[src/rtl/concat_pkg.sv]
// Shared definitions for the two-beat packed lane link receive path:
// default widths, the frame-assembly state encoding and the lane bit-reversal helper.
package concat_pkg;

  localparam int WORD_W_DEF = 11;
  localparam int LANE_W_DEF = 6;
  localparam int TAG_W_DEF  = 4;
  localparam int ERR_W_DEF  = 8;

  // Widest lane the reversal helper can handle.
  localparam int MAX_LANE_W = 32;
  localparam int LANE_IDX_W = $clog2(MAX_LANE_W);

  // S_LO waits for the first beat of a frame; S_HI holds W0 and waits for the completing beat.
  typedef enum logic {
    S_LO = 1'b0,
    S_HI = 1'b1
  } state_e;

  // Reverse the low w bits of v (bit i takes bit w-1-i); bits at and above w come back zero.
  function automatic logic [MAX_LANE_W-1:0] bitrev_lane(input logic [MAX_LANE_W-1:0] v,
                                                        input int                    w);
    logic [MAX_LANE_W-1:0] r;
    r = '0;
    for (int i = 0; i < MAX_LANE_W; i++) begin
      if (i < w) begin
        r[LANE_IDX_W'(i)] = v[LANE_IDX_W'(w - 1 - i)];
      end
    end
    return r;
  endfunction

endpackage

[src/rtl/concat_unpack_if.sv]
// Packed-word input stream and unpacked lane output stream of the lane unpacker.
// The master side is whoever drives packed words and drains lanes; the slave side is the unpacker.
interface concat_unpack_if
  import concat_pkg::*;
#(
  parameter int WORD_W = WORD_W_DEF,
  parameter int LANE_W = LANE_W_DEF,
  parameter int TAG_W  = TAG_W_DEF,
  parameter int ERR_W  = ERR_W_DEF
);

  logic              in_valid;
  logic              in_ready;
  logic [WORD_W-1:0] in_data;
  logic              in_first;

  logic              out_valid;
  logic              out_ready;
  logic [LANE_W-1:0] out_l0;
  logic [LANE_W-1:0] out_l1;
  logic [LANE_W-1:0] out_l2;
  logic [TAG_W-1:0]  out_tag;

  logic [ERR_W-1:0]  err_cnt;

  modport master (
    output in_valid, in_data, in_first, out_ready,
    input  in_ready, out_valid, out_l0, out_l1, out_l2, out_tag, err_cnt
  );

  modport slave (
    input  in_valid, in_data, in_first, out_ready,
    output in_ready, out_valid, out_l0, out_l1, out_l2, out_tag, err_cnt
  );

endinterface

[src/rtl/concat_unpack_slice.sv]
// Pure combinational scatter of one reassembled frame {W0,W1} into three lanes and a tag.
// Lanes are taken MSB-first from the frame; the tag is the bottom TAG_W bits and is never reversed.
module concat_unpack_slice
  import concat_pkg::*;
#(
  parameter int WORD_W       = WORD_W_DEF,
  parameter int LANE_W       = LANE_W_DEF,
  parameter int TAG_W        = TAG_W_DEF,
  parameter bit REVERSE_LANE = 1'b0
) (
  input  logic [2*WORD_W-1:0] frame_i,
  output logic [LANE_W-1:0]   l0_o,
  output logic [LANE_W-1:0]   l1_o,
  output logic [LANE_W-1:0]   l2_o,
  output logic [TAG_W-1:0]    tag_o
);

  localparam int FRAME_W = 2 * WORD_W;

  logic [LANE_W-1:0] raw_l0;
  logic [LANE_W-1:0] raw_l1;
  logic [LANE_W-1:0] raw_l2;

  assign raw_l0 = frame_i[FRAME_W-1            -: LANE_W];
  assign raw_l1 = frame_i[FRAME_W-1-LANE_W     -: LANE_W];
  assign raw_l2 = frame_i[FRAME_W-1-2*LANE_W   -: LANE_W];
  assign tag_o  = frame_i[TAG_W-1:0];

  if (LANE_W > MAX_LANE_W) begin : g_lane_w_check
    $error("concat_unpack_slice: LANE_W exceeds MAX_LANE_W");
  end

  // Reversal undoes LSB-first packing on the sender side; only lanes are affected.
  if (REVERSE_LANE) begin : g_rev
    assign l0_o = LANE_W'(bitrev_lane(MAX_LANE_W'(raw_l0), LANE_W));
    assign l1_o = LANE_W'(bitrev_lane(MAX_LANE_W'(raw_l1), LANE_W));
    assign l2_o = LANE_W'(bitrev_lane(MAX_LANE_W'(raw_l2), LANE_W));
  end else begin : g_fwd
    assign l0_o = raw_l0;
    assign l1_o = raw_l1;
    assign l2_o = raw_l2;
  end

endmodule

[src/rtl/concat_unpack.sv]
// Receive side of the two-beat packed lane link: reassembles {W0,W1} frames from a valid/ready
// stream of packed words, scatters them into three lanes plus a tag behind a one-deep output
// register, and counts framing errors in a saturating counter.
module concat_unpack
  import concat_pkg::*;
#(
  parameter int WORD_W       = WORD_W_DEF,
  parameter int LANE_W       = LANE_W_DEF,
  parameter int TAG_W        = TAG_W_DEF,
  parameter bit REVERSE_LANE = 1'b0,
  parameter int ERR_W        = ERR_W_DEF
) (
  input logic             clk,
  input logic             rst_n,
  concat_unpack_if.slave  bus
);

  if (2 * WORD_W != 3 * LANE_W + TAG_W) begin : g_width_check
    $error("concat_unpack: 2*WORD_W must equal 3*LANE_W+TAG_W");
  end

  state_e            state_q;
  logic [WORD_W-1:0] w0_q;

  logic              out_valid_q, out_valid_d;
  logic [LANE_W-1:0] l0_q, l1_q, l2_q;
  logic [TAG_W-1:0]  tag_q;

  logic [ERR_W-1:0]  err_q, err_d;

  logic              in_ready;
  logic              accept;
  logic              load;
  logic              frame_err;

  logic [LANE_W-1:0] x_l0, x_l1, x_l2;
  logic [TAG_W-1:0]  x_tag;

  // Only the completing beat needs room in the output register; a first beat is always taken.
  assign in_ready  = (state_q == S_LO) || !out_valid_q || bus.out_ready;
  assign accept    = bus.in_valid && in_ready;
  assign load      = accept && (state_q == S_HI) && !bus.in_first;
  // Orphan second beat in S_LO, or a new first beat restarting the frame in S_HI.
  assign frame_err = accept && (((state_q == S_LO) && !bus.in_first) ||
                                ((state_q == S_HI) &&  bus.in_first));

  // Scatter the frame formed by the held W0 and the beat currently on the bus.
  concat_unpack_slice #(
    .WORD_W       (WORD_W),
    .LANE_W       (LANE_W),
    .TAG_W        (TAG_W),
    .REVERSE_LANE (REVERSE_LANE)
  ) u_slice (
    .frame_i ({w0_q, bus.in_data}),
    .l0_o    (x_l0),
    .l1_o    (x_l1),
    .l2_o    (x_l2),
    .tag_o   (x_tag)
  );

  // Frame-assembly FSM: tracks which beat is expected and holds W0 between beats.
  // NOTE: sequential state uses non-blocking assignments so every flop samples pre-edge values.
  always_ff @(posedge clk or negedge rst_n) begin
    if (!rst_n) begin
      state_q <= S_LO;
      w0_q    <= '0;
    end else if (accept) begin
      case (state_q)
        S_LO: begin
          if (bus.in_first) begin
            w0_q    <= bus.in_data;
            state_q <= S_HI;
          end
        end
        S_HI: begin
          if (bus.in_first) begin
            w0_q <= bus.in_data;
          end else begin
            state_q <= S_LO;
          end
        end
        default: state_q <= S_LO;
      endcase
    end
  end

  // Next output-valid and saturating error count.
  // NOTE: every variable gets a default at the top of always_comb so no path infers a latch.
  always_comb begin
    out_valid_d = load || (out_valid_q && !bus.out_ready);
    err_d       = err_q;
    if (frame_err && (err_q != '1)) begin
      err_d = err_q + 1'b1;
    end
  end

  // Output register (holds under backpressure) and framing-error counter.
  always_ff @(posedge clk or negedge rst_n) begin
    if (!rst_n) begin
      out_valid_q <= 1'b0;
      l0_q        <= '0;
      l1_q        <= '0;
      l2_q        <= '0;
      tag_q       <= '0;
      err_q       <= '0;
    end else begin
      out_valid_q <= out_valid_d;
      err_q       <= err_d;
      if (load) begin
        l0_q  <= x_l0;
        l1_q  <= x_l1;
        l2_q  <= x_l2;
        tag_q <= x_tag;
      end
    end
  end

  assign bus.in_ready  = in_ready;
  assign bus.out_valid = out_valid_q;
  assign bus.out_l0    = l0_q;
  assign bus.out_l1    = l1_q;
  assign bus.out_l2    = l2_q;
  assign bus.out_tag   = tag_q;
  assign bus.err_cnt   = err_q;

endmodule

[src/flat_wrapper.sv]
// flat-port wrapper written by rule: the top's interface ports become plain ports
module concat_unpack_flat import concat_pkg::*;
#(
  parameter int WORD_W       = WORD_W_DEF,
  parameter int LANE_W       = LANE_W_DEF,
  parameter int TAG_W        = TAG_W_DEF,
  parameter bit REVERSE_LANE = 1'b0,
  parameter int ERR_W        = ERR_W_DEF
)
  (clk, rst_n, bus_in_valid, bus_in_data, bus_in_first, bus_out_ready, bus_in_ready, bus_out_valid, bus_out_l0, bus_out_l1, bus_out_l2, bus_out_tag, bus_err_cnt);
  concat_unpack_if #(.WORD_W(WORD_W), .LANE_W(LANE_W), .TAG_W(TAG_W), .ERR_W(ERR_W)) bus_i ();
  input logic clk;
  input logic rst_n;
  input wire logic [$bits(bus_i.in_valid)-1:0] bus_in_valid;
  input wire logic [$bits(bus_i.in_data)-1:0] bus_in_data;
  input wire logic [$bits(bus_i.in_first)-1:0] bus_in_first;
  input wire logic [$bits(bus_i.out_ready)-1:0] bus_out_ready;
  output wire logic [$bits(bus_i.in_ready)-1:0] bus_in_ready;
  output wire logic [$bits(bus_i.out_valid)-1:0] bus_out_valid;
  output wire logic [$bits(bus_i.out_l0)-1:0] bus_out_l0;
  output wire logic [$bits(bus_i.out_l1)-1:0] bus_out_l1;
  output wire logic [$bits(bus_i.out_l2)-1:0] bus_out_l2;
  output wire logic [$bits(bus_i.out_tag)-1:0] bus_out_tag;
  output wire logic [$bits(bus_i.err_cnt)-1:0] bus_err_cnt;
  assign bus_i.in_valid = bus_in_valid;
  assign bus_i.in_data = bus_in_data;
  assign bus_i.in_first = bus_in_first;
  assign bus_i.out_ready = bus_out_ready;
  assign bus_in_ready = bus_i.in_ready;
  assign bus_out_valid = bus_i.out_valid;
  assign bus_out_l0 = bus_i.out_l0;
  assign bus_out_l1 = bus_i.out_l1;
  assign bus_out_l2 = bus_i.out_l2;
  assign bus_out_tag = bus_i.out_tag;
  assign bus_err_cnt = bus_i.err_cnt;
  concat_unpack #(.WORD_W(WORD_W), .LANE_W(LANE_W), .TAG_W(TAG_W), .REVERSE_LANE(REVERSE_LANE), .ERR_W(ERR_W)) u_core (.clk(clk), .rst_n(rst_n), .bus(bus_i));
endmodule
[config.mk]
export PLATFORM = sky130hd
export DESIGN_NAME = concat_unpack_flat
export DESIGN_NICKNAME = d
export VERILOG_FILES = /design/src/rtl/concat_pkg.sv /design/src/rtl/concat_unpack_if.sv /design/src/rtl/concat_unpack_slice.sv /design/src/rtl/concat_unpack.sv /design/src/flat_wrapper.sv
export SDC_FILE = /design/constraint.sdc
export NUM_CORES = 1
export LEC_CHECK = 0
export ABC_AREA = 1
export CAP_MARGIN = 40
export CORE_MARGIN = 2
export CORE_UTILIZATION = 49
export DETAILED_ROUTE_END_ITERATION = 12
export GPL_TIMING_DRIVEN = 0
export PLACE_DENSITY = 0.78
export REMOVE_ABC_BUFFERS = 1
export SETUP_SLACK_MARGIN = 0.15
export SLEW_MARGIN = 30
export SYNTH_ARGS = -nofsm -noshare
export SYNTH_HDL_FRONTEND = slang
export SYNTH_SLANG_ARGS = --single-unit
export TNS_END_PERCENT = 100
[constraint.sdc]
create_clock -name clk -period 1.52 [get_ports clk]
set_input_delay 0.304 -clock clk [delete_from_list [all_inputs] [get_ports clk]]
set_output_delay 0.304 -clock clk [all_outputs]
set_load 0.05 [all_outputs]
== Word-level counts from Yosys, hierarchy flattened ==
Index checks and enable logic that the tools add are counted.

* Add/sub/neg operators: 1
* Equality and inequality tests: 1
* Multiplexer cells: 2
* Bitwise operators: 1
* Reductions and logical operators: 16

{| class="wikitable"
|+ Operator list
! operator !! number
|-
| two-way mux 11 bit || 1
|-
| adder 8 x 1 -> 8 bit (second input constant) || 1
|-
| logical AND 1 bit || 8
|-
| != test 8 bit (second input constant) || 1
|-
| logical OR 1 bit || 4
|-
| zero test 1 bit || 3
|-
| AND reduction 2 bit || 1
|-
| two-way mux 1 bit || 1
|-
| inverter 1 bit || 1
|}

* Register bits: 43

== Logic depth before layout (Yosys ltp) ==
Gate-level depths: netlist of the first run.

* Depth after elaboration: 7
* Gate-level depth with buffers: 8
* Depth with buffers taken out: 8

== Modules after synthesis ==
From an unflattened synthesis of the first run, not the netlist that was laid out.

* Cell total of the unflattened synthesis: 254
* Area total of the unflattened synthesis: 2200.9 sq um

{| class="wikitable"
|+ Modules (own cells, without submodules)
! module !! times used !! cells each !! area an instance (sq um) !! sequential area each (sq um)
|-
| concat_unpack || 1 || 232 || 2035.7 || 1076.0
|-
| concat_unpack_slice || 1 || 22 || 165.2 || 0.0
|}

== Least setup slack after synthesis of the first run ==
Ideal clock, no wire load.

* Path type: reg2reg
* Start: reg u_core.out_valid_q (netlist: u_core.bus.out_valid)
* End: reg u_core.w0_q[1]
* Library setup time: 0.121 ns
* Arrival: 1.570 ns
* Required time: 1.399 ns
* Slack: -0.171 ns
* Cell stages (with the launch flop): 7
* Path buffers: 1
* Path through: dfrtp_1 -> nand3_2 -> nand2_4 -> nor2_4 -> buf_6 -> nand2_1 -> o21ai_1

* Word-level cells in the longest chain between the ends: 5

{| class="wikitable"
|+ RTL lines
! element !! RTL line !! text
|-
| from (decl) || concat_unpack.sv:25 || <nowiki>logic out_valid_q, out_valid_d;</nowiki>
|-
| from (signal assigned) || concat_unpack.sv:107 || <nowiki>out_valid_q <= out_valid_d;</nowiki>
|-
| zero test 1 bit || concat_unpack.sv:40 || <nowiki>assign in_ready = (state_q == S_LO) || !out_valid_q || bus.out_ready;</nowiki>
|-
| logical OR 1 bit (2 in series) || concat_unpack.sv:40 ||
|-
| net bus_in_ready || flat_wrapper.sv:18 || <nowiki>output wire logic [$bits(bus_i.in_ready)-1:0] bus_in_ready;</nowiki>
|-
| logical AND 1 bit || concat_unpack.sv:41 || <nowiki>assign accept = bus.in_valid && in_ready;</nowiki>
|-
| AND reduction 2 bit (no source line) || -- ||
|-
| to (signal assigned) || concat_unpack.sv:71 || <nowiki>w0_q <= bus.in_data;</nowiki>
|-
| to (signal assigned) || concat_unpack.sv:77 || <nowiki>w0_q <= bus.in_data;</nowiki>
|-
| to (decl) || concat_unpack.sv:23 || <nowiki>logic [WORD_W-1:0] w0_q;</nowiki>
|}

The timed path passes the listed nets, and every way through them passes these cells.
A chain may end at the register's enable or synchronous reset.

== Worst setup path after layout of the first run ==
* Start: in bus_in_valid
* End: reg u_core.l1_q[0] (netlist: u_core.bus.out_l1[0])

* Word-level cells in the longest chain between the ends: 3

{| class="wikitable"
|+ RTL lines
! element !! RTL line !! text
|-
| from (decl) || flat_wrapper.sv:14 || <nowiki>input wire logic [$bits(bus_i.in_valid)-1:0] bus_in_valid;</nowiki>
|-
| logical AND 1 bit || concat_unpack.sv:41 ||
|-
| logical AND 1 bit (2 in series) || concat_unpack.sv:42 || <nowiki>assign load = accept && (state_q == S_HI) && !bus.in_first;</nowiki>
|-
| to (signal assigned) || concat_unpack.sv:111 || <nowiki>l1_q <= x_l1;</nowiki>
|-
| to (decl) || concat_unpack.sv:26 || <nowiki>logic [LANE_W-1:0] l0_q, l1_q, l2_q;</nowiki>
|}

Every way passes these cells.

==> flow_summary.toml, run 1 <==
[yosys]
syn_area_sq_um = 2030
ys_seq_elements = 43
yosysWarnings = 0
synth_top_area_share = 0.531
synthTopCellsByArea = "dfrtp_1 (53%), nand2_1 (14%), o21ai_2 (9.5%)"
syn_inst = 220
syn_avg_cell_area_sq_um = 9.22
yosysTopAreaCell = "dfrtp_1"
synth_cell_types = 19
ys_seq_area_frac = 0.531

[worst_setup_path]
crit_slowest_cell = "clkdlybuf4s50_1"
ff2ff_path_depth = 6
path_depth = 7
cp-end-kind = "flip-flop"
critical_path_buf_inv_count = 3
critPathRequiredTime_ns = 1.69
slowest_delay_ns = 0.53
worstSetupPathType = "in -> reg"
r2r_slack_ns = 0.16
arrival_ns = 1.59
startpoint_type = "input pin"
path_delay_family = "buffers and inverters"
path_max_fanout = 12
path_cells = "clkdlybuf4s50_1, inv_1, nor2_4, buf_12, nand3_4, nand2_1, o21ai_2"

[timing]
hold_viol = 0
rsz0062_at_grt = "true"
finalSetupTns_ns = 0
fmax_mhz = 707
tightest_slew_ns = 0.402
final-setup-viol-count = 0
fin_crit_ns = 1.41
setup_slack_ns = 0.105
relSlewSlack = 0.732
skew_ns = 0.00579
final.period_utilization = 0.931
maxSlewViolCount = 0

[placed_design]
dpl.hpwl_microns = 2620
gp_congestion = 0.749
pre_cts_slack_ns = -0.596
numPortBuffers = 47

[die]
fp.dieArea_sq_um = 4670
die_x_microns = 68.3
die_h_microns = 68.3
std_cell_rows = 23
core_sq_um = 4000
initial_core_util = 0.507
ioPinCount = 48

[cts]
cts_tree = "built"
clk_pin_slew_ns = 0.08
cts-root-buf = "clkbuf_8"
clockBufferDepth = 2
cts_made_buffers = 5
cts_sinks = 43
insertion_delay_ns = 0.28
cts-htree-levels = 2

[cells_and_area]
layout_commonest_cell = "nand2_1"
final_nets = 305
antenna_cells_inserted = 0
layout_common_cells = "nand2_1 (67), dfrtp_1 (39), inv_1 (31), o21ai_2 (22), clkdlybuf4s15_2 (19)"
layout-drive-gt1-share = 0.375
area_growth_pct = 40.6

[grt]
grt-ovfl-total = 0
gr-usage-met1 = 0.281
groute.usage.overall = 0.217
busiest_layer = "met2"
antenna_found_initial = 0
grt_use_met3 = 0.0592
grt_start_max_net_pins = 29
grt_pass1_wl_microns = 7420
grt_pass1_vias = 1602
grtUsageMet2 = 0.363

[detailed_routing]
drt-initial-drc-count = 77
firstDrtPassIters = 4
route.detailed.drc = 0
postRouteWirelength_microns = 4850
ant_nets = 0
wire_per_inst_microns = 14.4
vias = 1681
vias_per_cell = 4.97

[hold_path]
hold_class = "in -> async"

[status]
status = "complete, no violations"

[power_and_ir_drop]
p_leak_nw = 1.40
vdd_drop_max_mv = 1.03
power_density_nw_per_um2 = 1450

[job]
drv_cap = 0
## synthesized netlist by cell type (all sizes together)
library cell  count
nand3             9
buf               7
o21ai            35
nand2            77
xnor2             1
nor2              9
xor2              1
inv              33
dfrtp            43
nand3b            3
ha                1
nand4             1
## repair_timing
item | CTS | global route
setup endpoints to repair | 74 | 47
pin swaps | 3 | 6
gates resized for setup | 127 | 27
setup buffers | 11 | 2
hold buffers | 1 | 0
hold endpoints to repair | 15 | 0
gates cloned | 4 | 2
## cell type report
type	count	area, sq um
sequential	43	1080
clock buffer	6	82.6
multi-input combinational	143	890
timing repair buffer	62	603
tap	50	62.6
inverter	33	128
clock inverter	1	5.00
fill	323	1150
## sequential cells by signal (all words and copies together) (netlist names)
signal                cells
u_core.bus.out_valid      1
u_core.state_q            1
u_core.bus.out_l1         6
u_core.bus.out_tag        4
u_core.bus.out_l2         6
u_core.bus.out_l0         6
u_core.w0_q              11
u_core.bus.err_cnt        8
## through the flow
stage           util  cells  total power, mW  area, sq um  hold WS, ns
2_1_floorplan      -    213             2.75         1950      0.00841
3_3_place_gp   0.621    310             3.32         2480        0.465
3_5_place_dp   0.624    311             3.36         2500        0.247
4_1_cts        0.690    334             4.06         2760        0.481
5_1_grt        0.713    338             4.37         2850        0.509
6_report       0.713    338             4.13         2850        0.470
## where the power goes
group          internal [mW]  switching, mW  total (mW)  leakage, nW
combinational          0.574           1.25        1.82        0.809
clock                  0.357          0.362       0.719       0.0470
sequential              1.40          0.193        1.59        0.540
total                   2.33           1.80        4.13         1.40
## final timing paths
path	from	end
worst max-delay path	bus_in_valid	u_core.bus.out_l1[0]$_DFFE_PN0P_
worst min-delay path	rst_n	u_core.bus.err_cnt[0]$_DFFE_PN0P_
worst max register to register	u_core.state_q$_DFFE_PN0P_	u_core.bus.err_cnt[3]$_DFFE_PN0P_
worst min register to register	u_core.bus.out_l1[4]$_DFFE_PN0P_	u_core.bus.out_l1[4]$_DFFE_PN0P_
max in group asynchronous	rst_n	u_core.bus.err_cnt[5]$_DFFE_PN0P_
min in group clk	u_core.bus.out_l1[4]$_DFFE_PN0P_	u_core.bus.out_l1[4]$_DFFE_PN0P_
## logic make-up after synthesis
family,Yosys count,share of synthesized area
simple gates,99,0.228
flops,43,0.531
xor+xnor,2,0.00864
compound gates,35,0.127
buf+inv,40,0.0999
fa+ha+maj,1,0.00617
## per-layer routing
layer,part of all wire,wire length [microns]
met5,0,0
met4,0.0064,31
met3,0.049,236
met2,0.50,2410
met1,0.45,2170
Note: power is estimated with default switching activity, not from simulation.
==> inputs of run 2 (changes only) <==
--- a/config.mk
+++ b/config.mk
@@ -11,10 +11,10 @@
 export CORE_UTILIZATION = 49
 export DETAILED_ROUTE_END_ITERATION = 12
 export GPL_TIMING_DRIVEN = 0
+export HOLD_SLACK_MARGIN = 0.06
 export PLACE_DENSITY = 0.78
 export REMOVE_ABC_BUFFERS = 1
 export SETUP_SLACK_MARGIN = 0.15
-export SLEW_MARGIN = 30
 export SYNTH_ARGS = -nofsm -noshare
 export SYNTH_HDL_FRONTEND = slang
 export SYNTH_SLANG_ARGS = --single-unit
==> results of run 2 <==
The final DEF is identical to that of run 1; final timing and power are the same.
